### src/rtl/tinycore_pkg.sv
// Shared definitions for the tinycore accumulator machine: opcode and
// control-state enumerations plus small opcode classification helpers.
package tinycore_pkg;

    typedef enum logic [3:0] {
        OP_NOP   = 4'h0,
        OP_LDA   = 4'h1,
        OP_STA   = 4'h2,
        OP_ADD   = 4'h3,
        OP_SUB   = 4'h4,
        OP_AND   = 4'h5,
        OP_OR    = 4'h6,
        OP_XOR   = 4'h7,
        OP_JMP   = 4'h8,
        OP_JZ    = 4'h9,
        OP_JC    = 4'hA,
        OP_LDI   = 4'hB,
        OP_RSV_C = 4'hC,
        OP_RSV_D = 4'hD,
        OP_RSV_E = 4'hE,
        OP_HLT   = 4'hF
    } opcode_e;

    typedef enum logic [2:0] {
        ST_F0   = 3'd0,
        ST_F1   = 3'd1,
        ST_O0   = 3'd2,
        ST_O1   = 3'd3,
        ST_M0   = 3'd4,
        ST_M1   = 3'd5,
        ST_HALT = 3'd6
    } state_e;

    // Reserved codes behave exactly like NOP.
    function automatic logic is_nop(input opcode_e op);
        return (op == OP_NOP) || (op == OP_RSV_C) || (op == OP_RSV_D) || (op == OP_RSV_E);
    endfunction

    // Instructions that finish once the operand word has been read.
    function automatic logic ends_in_o1(input opcode_e op);
        return (op == OP_JMP) || (op == OP_JZ) || (op == OP_JC) || (op == OP_LDI);
    endfunction

endpackage

### src/rtl/tinycore_alu.sv
// Combinational ALU: computes the new accumulator value and flags for
// LDA and the arithmetic/logic opcodes from A and the memory operand M.
module tinycore_alu
    import tinycore_pkg::*;
#(
    parameter int DATA_SZ = 8
) (
    input  logic [3:0]         op,
    input  logic [DATA_SZ-1:0] a,
    input  logic [DATA_SZ-1:0] m,
    output logic [DATA_SZ-1:0] result,
    output logic               carry,
    output logic               zero
);

    logic [DATA_SZ:0] sum;

    always_comb begin
        sum    = {1'b0, a} + {1'b0, m};
        result = m;
        carry  = 1'b0;
        case (opcode_e'(op))
            OP_ADD: begin
                result = sum[DATA_SZ-1:0];
                carry  = sum[DATA_SZ];
            end
            OP_SUB: begin
                result = a - m;
                carry  = (a < m);
            end
            OP_AND:  result = a & m;
            OP_OR:   result = a | m;
            OP_XOR:  result = a ^ m;
            default: result = m;
        endcase
        zero = (result == '0);
    end

endmodule

### src/rtl/tinycore_acc.sv
// Multi-cycle accumulator core talking to a synchronous memory: fetch,
// operand read and memory access each take two cycles (address, data).
module tinycore_acc
    import tinycore_pkg::*;
#(
    parameter int                 ADDR_SZ   = 8,
    parameter int                 DATA_SZ   = 8,
    parameter logic [ADDR_SZ-1:0] RESET_VEC = '0
) (
    input  logic               clk,
    input  logic               rst,
    input  logic [DATA_SZ-1:0] data_i,
    output logic [DATA_SZ-1:0] data_o,
    output logic [ADDR_SZ-1:0] addr,
    output logic               we,
    output logic               halt
);

    state_e             state_q, state_d;
    logic [ADDR_SZ-1:0] pc_q, pc_d;
    opcode_e            ir_q, ir_d;
    logic [ADDR_SZ-1:0] opr_q, opr_d;
    logic [DATA_SZ-1:0] a_q, a_d;
    logic               z_q, z_d;
    logic               c_q, c_d;

    opcode_e            op_in;
    logic [ADDR_SZ-1:0] operand;
    logic [DATA_SZ-1:0] alu_result;
    logic               alu_carry;
    logic               alu_zero;

    assign op_in   = opcode_e'(data_i[3:0]);
    assign operand = data_i[ADDR_SZ-1:0];

    tinycore_alu #(
        .DATA_SZ(DATA_SZ)
    ) u_alu (
        .op     (ir_q),
        .a      (a_q),
        .m      (data_i),
        .result (alu_result),
        .carry  (alu_carry),
        .zero   (alu_zero)
    );

    always_ff @(posedge clk or posedge rst) begin
        if (rst) begin
            state_q <= ST_F0;
            pc_q    <= RESET_VEC;
            ir_q    <= OP_NOP;
            opr_q   <= '0;
            a_q     <= '0;
            z_q     <= 1'b0;
            c_q     <= 1'b0;
        end else begin
            state_q <= state_d;
            pc_q    <= pc_d;
            ir_q    <= ir_d;
            opr_q   <= opr_d;
            a_q     <= a_d;
            z_q     <= z_d;
            c_q     <= c_d;
        end
    end

    always_comb begin
        state_d = state_q;
        case (state_q)
            ST_F0: state_d = ST_F1;
            ST_F1: begin
                if (is_nop(op_in))         state_d = ST_F0;
                else if (op_in == OP_HLT)  state_d = ST_HALT;
                else                       state_d = ST_O0;
            end
            ST_O0: state_d = ST_O1;
            ST_O1: state_d = ends_in_o1(ir_q) ? ST_F0 : ST_M0;
            ST_M0: state_d = (ir_q == OP_STA) ? ST_F0 : ST_M1;
            ST_M1: state_d = ST_F0;
            ST_HALT: state_d = ST_HALT;
            default: state_d = ST_F0;
        endcase
    end

    // Register updates happen only on the cycle whose data_i carries the word.
    always_comb begin
        pc_d  = pc_q;
        ir_d  = ir_q;
        opr_d = opr_q;
        a_d   = a_q;
        z_d   = z_q;
        c_d   = c_q;
        case (state_q)
            ST_F1: begin
                ir_d = op_in;
                pc_d = pc_q + ADDR_SZ'(1);
            end
            ST_O1: begin
                opr_d = operand;
                pc_d  = pc_q + ADDR_SZ'(1);
                case (ir_q)
                    OP_JMP: pc_d = operand;
                    OP_JZ:  if (z_q) pc_d = operand;
                    OP_JC:  if (c_q) pc_d = operand;
                    OP_LDI: begin
                        a_d = data_i;
                        z_d = (data_i == '0);
                    end
                    default: ;
                endcase
            end
            ST_M1: begin
                a_d = alu_result;
                z_d = alu_zero;
                if (ir_q != OP_LDA) c_d = alu_carry;
            end
            default: ;
        endcase
    end

    always_comb begin
        addr   = ((state_q == ST_M0) || (state_q == ST_M1)) ? opr_q : pc_q;
        we     = (state_q == ST_M0) && (ir_q == OP_STA);
        halt   = (state_q == ST_HALT);
        data_o = a_q;
    end

endmodule

### config.mk
export PLATFORM = sky130hd
export DESIGN_NAME = tinycore_acc
export DESIGN_NICKNAME = d
export VERILOG_FILES = /design/src/rtl/tinycore_pkg.sv /design/src/rtl/tinycore_alu.sv /design/src/rtl/tinycore_acc.sv
export SDC_FILE = /design/constraint.sdc
export NUM_CORES = 1
export LEC_CHECK = 0
export BUFFER_PORTS_ARGS = -buffer_cell sky130_fd_sc_hd__buf_2
export CAP_MARGIN = 20
export CORE_MARGIN = 2
export CORE_UTILIZATION = 61
export CTS_CLUSTER_DIAMETER = 100
export DETAILED_ROUTE_END_ITERATION = 8
export MAX_ROUTING_LAYER = met4
export PLACE_DENSITY = 0.8
export SLEW_MARGIN = 40
export SYNTH_ARGS = -nofsm -noshare
export SYNTH_HDL_FRONTEND = slang
export SYNTH_SLANG_ARGS = --single-unit
### constraint.sdc
create_clock -name clk -period 2.4 [get_ports clk]
set_input_delay 0.24 -clock clk [delete_from_list [all_inputs] [get_ports clk]]
set_output_delay 0.24 -clock clk [all_outputs]
set_load 0.05 [all_outputs]
[Word level (Yosys, flattened, before mapping)]
Cells that the tools add are included.
W data, S select, Z words.
Word-level totals
  output and inout bits: 18
  input port bits: 10
  register bits after elaboration: 33
Operators by class
  equal/unequal tests: 22
  $lt $le $gt $ge: 1
  add/sub/neg operators: 3
  multiplexer cells: 16
  reduce and logical (&&, ||, !) cells: 16
  bitwise gates (word level): 3
Operators by type and width (number)
  $pmux W8 S5: 1
  $eq A4 B4 Y1 const B: 8
  $mux W8: 4
  $pmux W8 S2: 2
  $pmux W8 S3: 1
  $pmux W3 S6: 1
  $eq A4 B3 Y1 const B: 4
  $logic_not A8 Y1: 2
  $mux W3: 4
  $add A8 B8 Y9: 1
  $eq A3 B3 Y1 const B: 3
  $add A8 B1 Y8 const B: 1
  $and A8 B8 Y8: 1
  $eq A4 B2 Y1 const B: 2
  $lt A8 B8 Y1: 1
  $or A8 B8 Y8: 1
  $sub A8 B8 Y8: 1
  $xor A8 B8 Y8: 1
  $logic_or A1 B1 Y1: 7
  $eq A3 B2 Y1 const B: 2
  $logic_not A4 Y1: 1
  $ne A4 B1 Y1 const B: 1
  $pmux W1 S2: 2
  $reduce_and A2 Y1: 2
  6 further kinds: 7

[Logic depth before layout (Yosys ltp)]
  depth after elaboration: 6
  depth in mapped cells: 10
  depth with buffers taken out: 10

[By module]
From an unflattened synthesis, not the netlist that was laid out.
Unflattened totals
  cells, all modules: 370
  area total of the unflattened synthesis: 3195.6 µm²
By module, submodules not included
  tinycore_acc: cells an instance 174, times used 1, area an instance 1789.2 µm²
  tinycore_alu: cells an instance 196, times used 1, area an instance 1406.3 µm²

[Worst setup path before layout]
OpenSTA, ideal clock, no wires.
  path kind: register to register
  start: register a_q[1] (netlist: data_o[1])
  end: register z_q
  path buffers: 0
  stages on the path, launching flop included: 9
  path slack: -0.168 ns
  setup time: 0.066 ns
  required time: 2.334 ns
  arrival: 2.502 ns
  cells stage by stage: dfrtp_1 > inv_1 > ha_1 > a211oi_1 > o311ai_0 > a31oi_1 > or4b_1 > nand2_1 > a41o_1
On the way
  cells in the longest elaborated chain, start to end: 4
  elaborated cells between the ends (all ways): 8
  classes of those cells: 2 x add/sub; 2 x mux; 3 x bitwise; 1 x reduce/logical
Ends and longest elaborated chain
  start: declaration: line tinycore_acc.sv:23  | logic [DATA_SZ-1:0] a_q, a_d;
  start signal: assignment: line tinycore_acc.sv:53  | a_q <= '0;
  start signal: assignment: line tinycore_acc.sv:61  | a_q <= a_d;
  $sub A8 B8 Y8, or another cell as far along: line tinycore_alu.sv:28  | result = a - m;
  $pmux W8 S5 (*): line tinycore_alu.sv:22  | case (opcode_e'(op))
  $logic_not A8 Y1 (*): line tinycore_alu.sv:36  | zero = (result == '0);
  $pmux W1 S2 (*): line tinycore_acc.sv:93  | case (state_q)
  end signal: assignment: line tinycore_acc.sv:62  | z_q <= z_d;
  end: declaration: line tinycore_acc.sv:24  | logic z_q, z_d;
Mark *: on every way between the ends. The rest lies on a longest branch, timed or not.
A chain may end at the register's enable or synchronous reset.

[Final worst setup path]
  start: register a_q[0] (netlist: data_o[0])
  end: register z_q
Same word-level chain as after synthesis.

==> metrics.yaml <==
firstDrtPassIters: 7
slew_violations: 0
wl_met2_mm: 4.40
worst_ep_required_time_ns: 2.63
skew_ns: 0.00816
ir_drop_v: 0.000308
numClockSinks: 33
synth-edff-count: 0
async_flop_share_pct: 100
wl_per_cell_um: 18.2
postPlaceCellArea_um2: 3550
design_area_um2: 3810
grt_max_degree: 34
p_int_mw: 1.00
die_w_um: 75.5
cts_max_level: 2
finalCritPeriodShare_pct: 98.0
hold_violations: 0
grt_overflow_total: 0
io_pins: 28
slew_headroom_pct: 57.2
grt_pass1_vias: 2789
worstMarginPinSlew_ns: 0.639
syn_area_per_cell_um2: 8.30
cp-end-kind: "flip-flop"
cp.arrival_ns: 2.58
setup_viol: 0
cts_root_buf: "clkbuf_8"
setup-tns-final_ns: 0
ys.flop_type: "dfrtp_1"
grt_pass1_wl_mm: 14.0
status: "finished, final reports clean"
p_sw_share_pct: 27.3
cp_max_fo: 3
dieHeight_um: 75.5
fillers: 378
antenna_found_initial: 0
yosys_warnings: 0
max_cap_viol_count: 0
power.share.combinational_pct: 18.5
drc: 0
wl_met3_um: 637
final_util_pct: 76.0
cts_tree: "yes"
row_count: 26
powerDensity_nw_per_um2: 361
ys_types: 66
finalCriticalPeriod_ns: 2.35
dp_slack_ns: -0.0366
wl_met1_mm: 3.82
path_clk_slew_ns: 0.08
wirelength_mm: 9.26
syn_nets: 413
hold_path.class: "primary input to async pin"
area_growth_pct: 22.2
share_seq_of_total_power_pct: 41.0
antennaDiodeCount: 0
design.core.area_um2: 5010
cp-start-kind: "flip-flop"
dieArea_um2: 5690
cts.path.max_buffers: 2
fmax_mhz: 425
insertion_delay_ns: 0.29
start_util_pct: 62.2
power.switching_mw: 0.375
synth_area_um2: 3110
leakage_nw: 1.73
drive_gt1_share_pct: 28.9
ys_seq_area_share_pct: 26.5
synth_seq_cells: 33
vias_per_cell: 6.30
place.gp.congestion: 1.00
dr.first_iter.drc_count: 337
setup_ws_ns: 0.0480
cts_buffers: 5
clkPwrFrac_pct: 40.5
dp_hpwl_mm: 6.61
crit_type: "flip-flop to flip-flop"
top_layer: "met4"
netlist_instances: 375
port_buffers: 27
grt_usage_pct: 34.1
ant_nets: 0
nets: 476
vias: 3205
## cells in the mapped netlist, drive strengths merged, types with 2 or more instances
| master | number | area share, % |
|---|---|---|
| nand2 | 40 | 4.8 |
| inv | 34 | 4.1 |
| dfrtp | 33 | 27 |
| o21ai | 31 | 5.0 |
| ha | 26 | 10 |
| a21oi | 22 | 3.7 |
| nor2 | 22 | 2.7 |
| buf | 12 | 3.1 |
| mux2 | 11 | 4.1 |
| mux2i | 9 | 2.9 |
| nor3b | 9 | 2.3 |
| clkbuf | 8 | 0.96 |
| nand3 | 8 | 1.3 |
| nor3 | 8 | 1.3 |
| a31oi | 7 | 1.4 |
| nand3b | 6 | 1.4 |
| nor2b | 6 | 1.2 |
| o211ai | 6 | 1.4 |
| a211oi | 5 | 1.2 |
| and2 | 5 | 1.0 |
| nand2b | 5 | 1.0 |
| o22a | 5 | 1.4 |
| nand4 | 4 | 0.80 |
| o22ai | 4 | 0.80 |
| a21o | 3 | 0.72 |
| and3 | 3 | 0.60 |
| nor4 | 3 | 1.1 |
| o21a | 3 | 0.72 |
| a21boi | 2 | 0.48 |
| a2bb2oi | 2 | 0.56 |
| and3b | 2 | 0.56 |
| fa | 2 | 1.3 |
| o2111ai | 2 | 0.56 |
| o21bai | 2 | 0.48 |
| o221ai | 2 | 0.96 |
| o32ai | 2 | 0.56 |
## cell usage in the layout, fill, tap and decap left out, types with 5 or more instances in the layout
cell type  synthesis  final
inv_1             33     31
nor3_1             8      7
and2_1             5      5
nand3b_1           6      6
buf_2              5     27
o22a_1             5      5
a21oi_1           21     20
ha_1              26     23
mux2i_1            9      9
dfrtp_2            0      6
o21ai_0           30     28
mux2_2            10     10
nor2_1            22     22
a31oi_1            7      7
o211ai_1           6      6
buf_4              4     49
clkbuf_8           0      6
nor2b_1            6      5
nand2_1           40     40
nand3_1            8      8
dfrtp_1           33     27
nor3b_1            8      7
## cell families after synthesis
| group | after synthesis | synth area share (%) |
|---|---|---|
| xor gates and xnor gates | 2 | 0.563 |
| buffers and inverters | 54 | 8.20 |
| adders and majority gates | 28 | 11.7 |
| DFF | 33 | 26.5 |
| and+or+nand+nor | 128 | 22.3 |
| AOI/OAI and AO/OA | 110 | 23.7 |
| muxes | 20 | 6.99 |
## metrics by stage
stage / total power [mW] / std cells / hold slack, ns
after floorplan: 0.708 / 375 / 0.357
after global placement: 0.797 / 496 / 0.356
after detailed placement: 0.801 / 496 / 0.368
after CTS: 1.36 / 505 / 0.0613
after global routing: 1.43 / 509 / 0.0875
final: 1.38 / 509 / 0.0492
## critical path, cell delays in order, from the launching register on
cell and delay (ns):
dfrtp_2 0.41, inv_2 0.06, ha_4 0.15, inv_1 0.07
fa_2 0.46, a32oi_2 0.19, o211ai_1 0.14, or2_1 0.30
nor4bb_4 0.32, a41o_1 0.19
## power by group through the flow
stage          Sequential, mW  Clock (mW)  Combinational [mW]
5_1_grt                 0.564       0.590               0.278
3_3_place_gp            0.574           0               0.223
2_1_floorplan           0.587           0               0.122
6_report                0.564       0.556               0.255
3_5_place_dp            0.574           0               0.227
4_1_cts                 0.564       0.562               0.234
## timing repair
item | in CTS | in global routing
endpoints found under the setup margin | 1 | 3
hold buffers | 0 | 0
pin swaps | 2 | 8
gates resized for setup | 4 | 21
buffers inserted | 1 | 4
## final timing paths
kind	cells after the start	end	slack, ns	startpoint
max in group asynchronous	3	data_o[4]	2.02	rst
worst max-delay path	9	z_q	0.05	data_o[0]
min in group clk	3	data_o[4]	0.32	data_i[4]
worst max register to register	9	z_q	0.05	data_o[0]
worst min-delay path	3	pc_q[2]	0.05	rst
worst min register to register	2	opr_q[6]	0.48	opr_q[6]
## routing by layer
layer	GRT usage (%)	vias to the layer above
met5	-	-
met4	15.0	0
met3	5.95	42
met2	52.9	166
met1	43.8	1525
li1	-	1472
## registers in the layout (all words and copies together) (netlist names)
signal,count
c_q,1
data_o,8
ir_q,4
opr_q,8
pc_q,8
state_q,3
z_q,1
## area by class of cell
type                       count  area [um^2]  area share (%)
multi-input combinational    288         2140            56.2
sequential                    33          833            21.9
timing repair buffer          76          503            13.2
inverter                      34          128            3.35
tap                           70         87.6            2.30
clock buffer                   7         86.3            2.27
clock inverter                 1         30.0           0.789
Power figures use the tool's default switching activity.
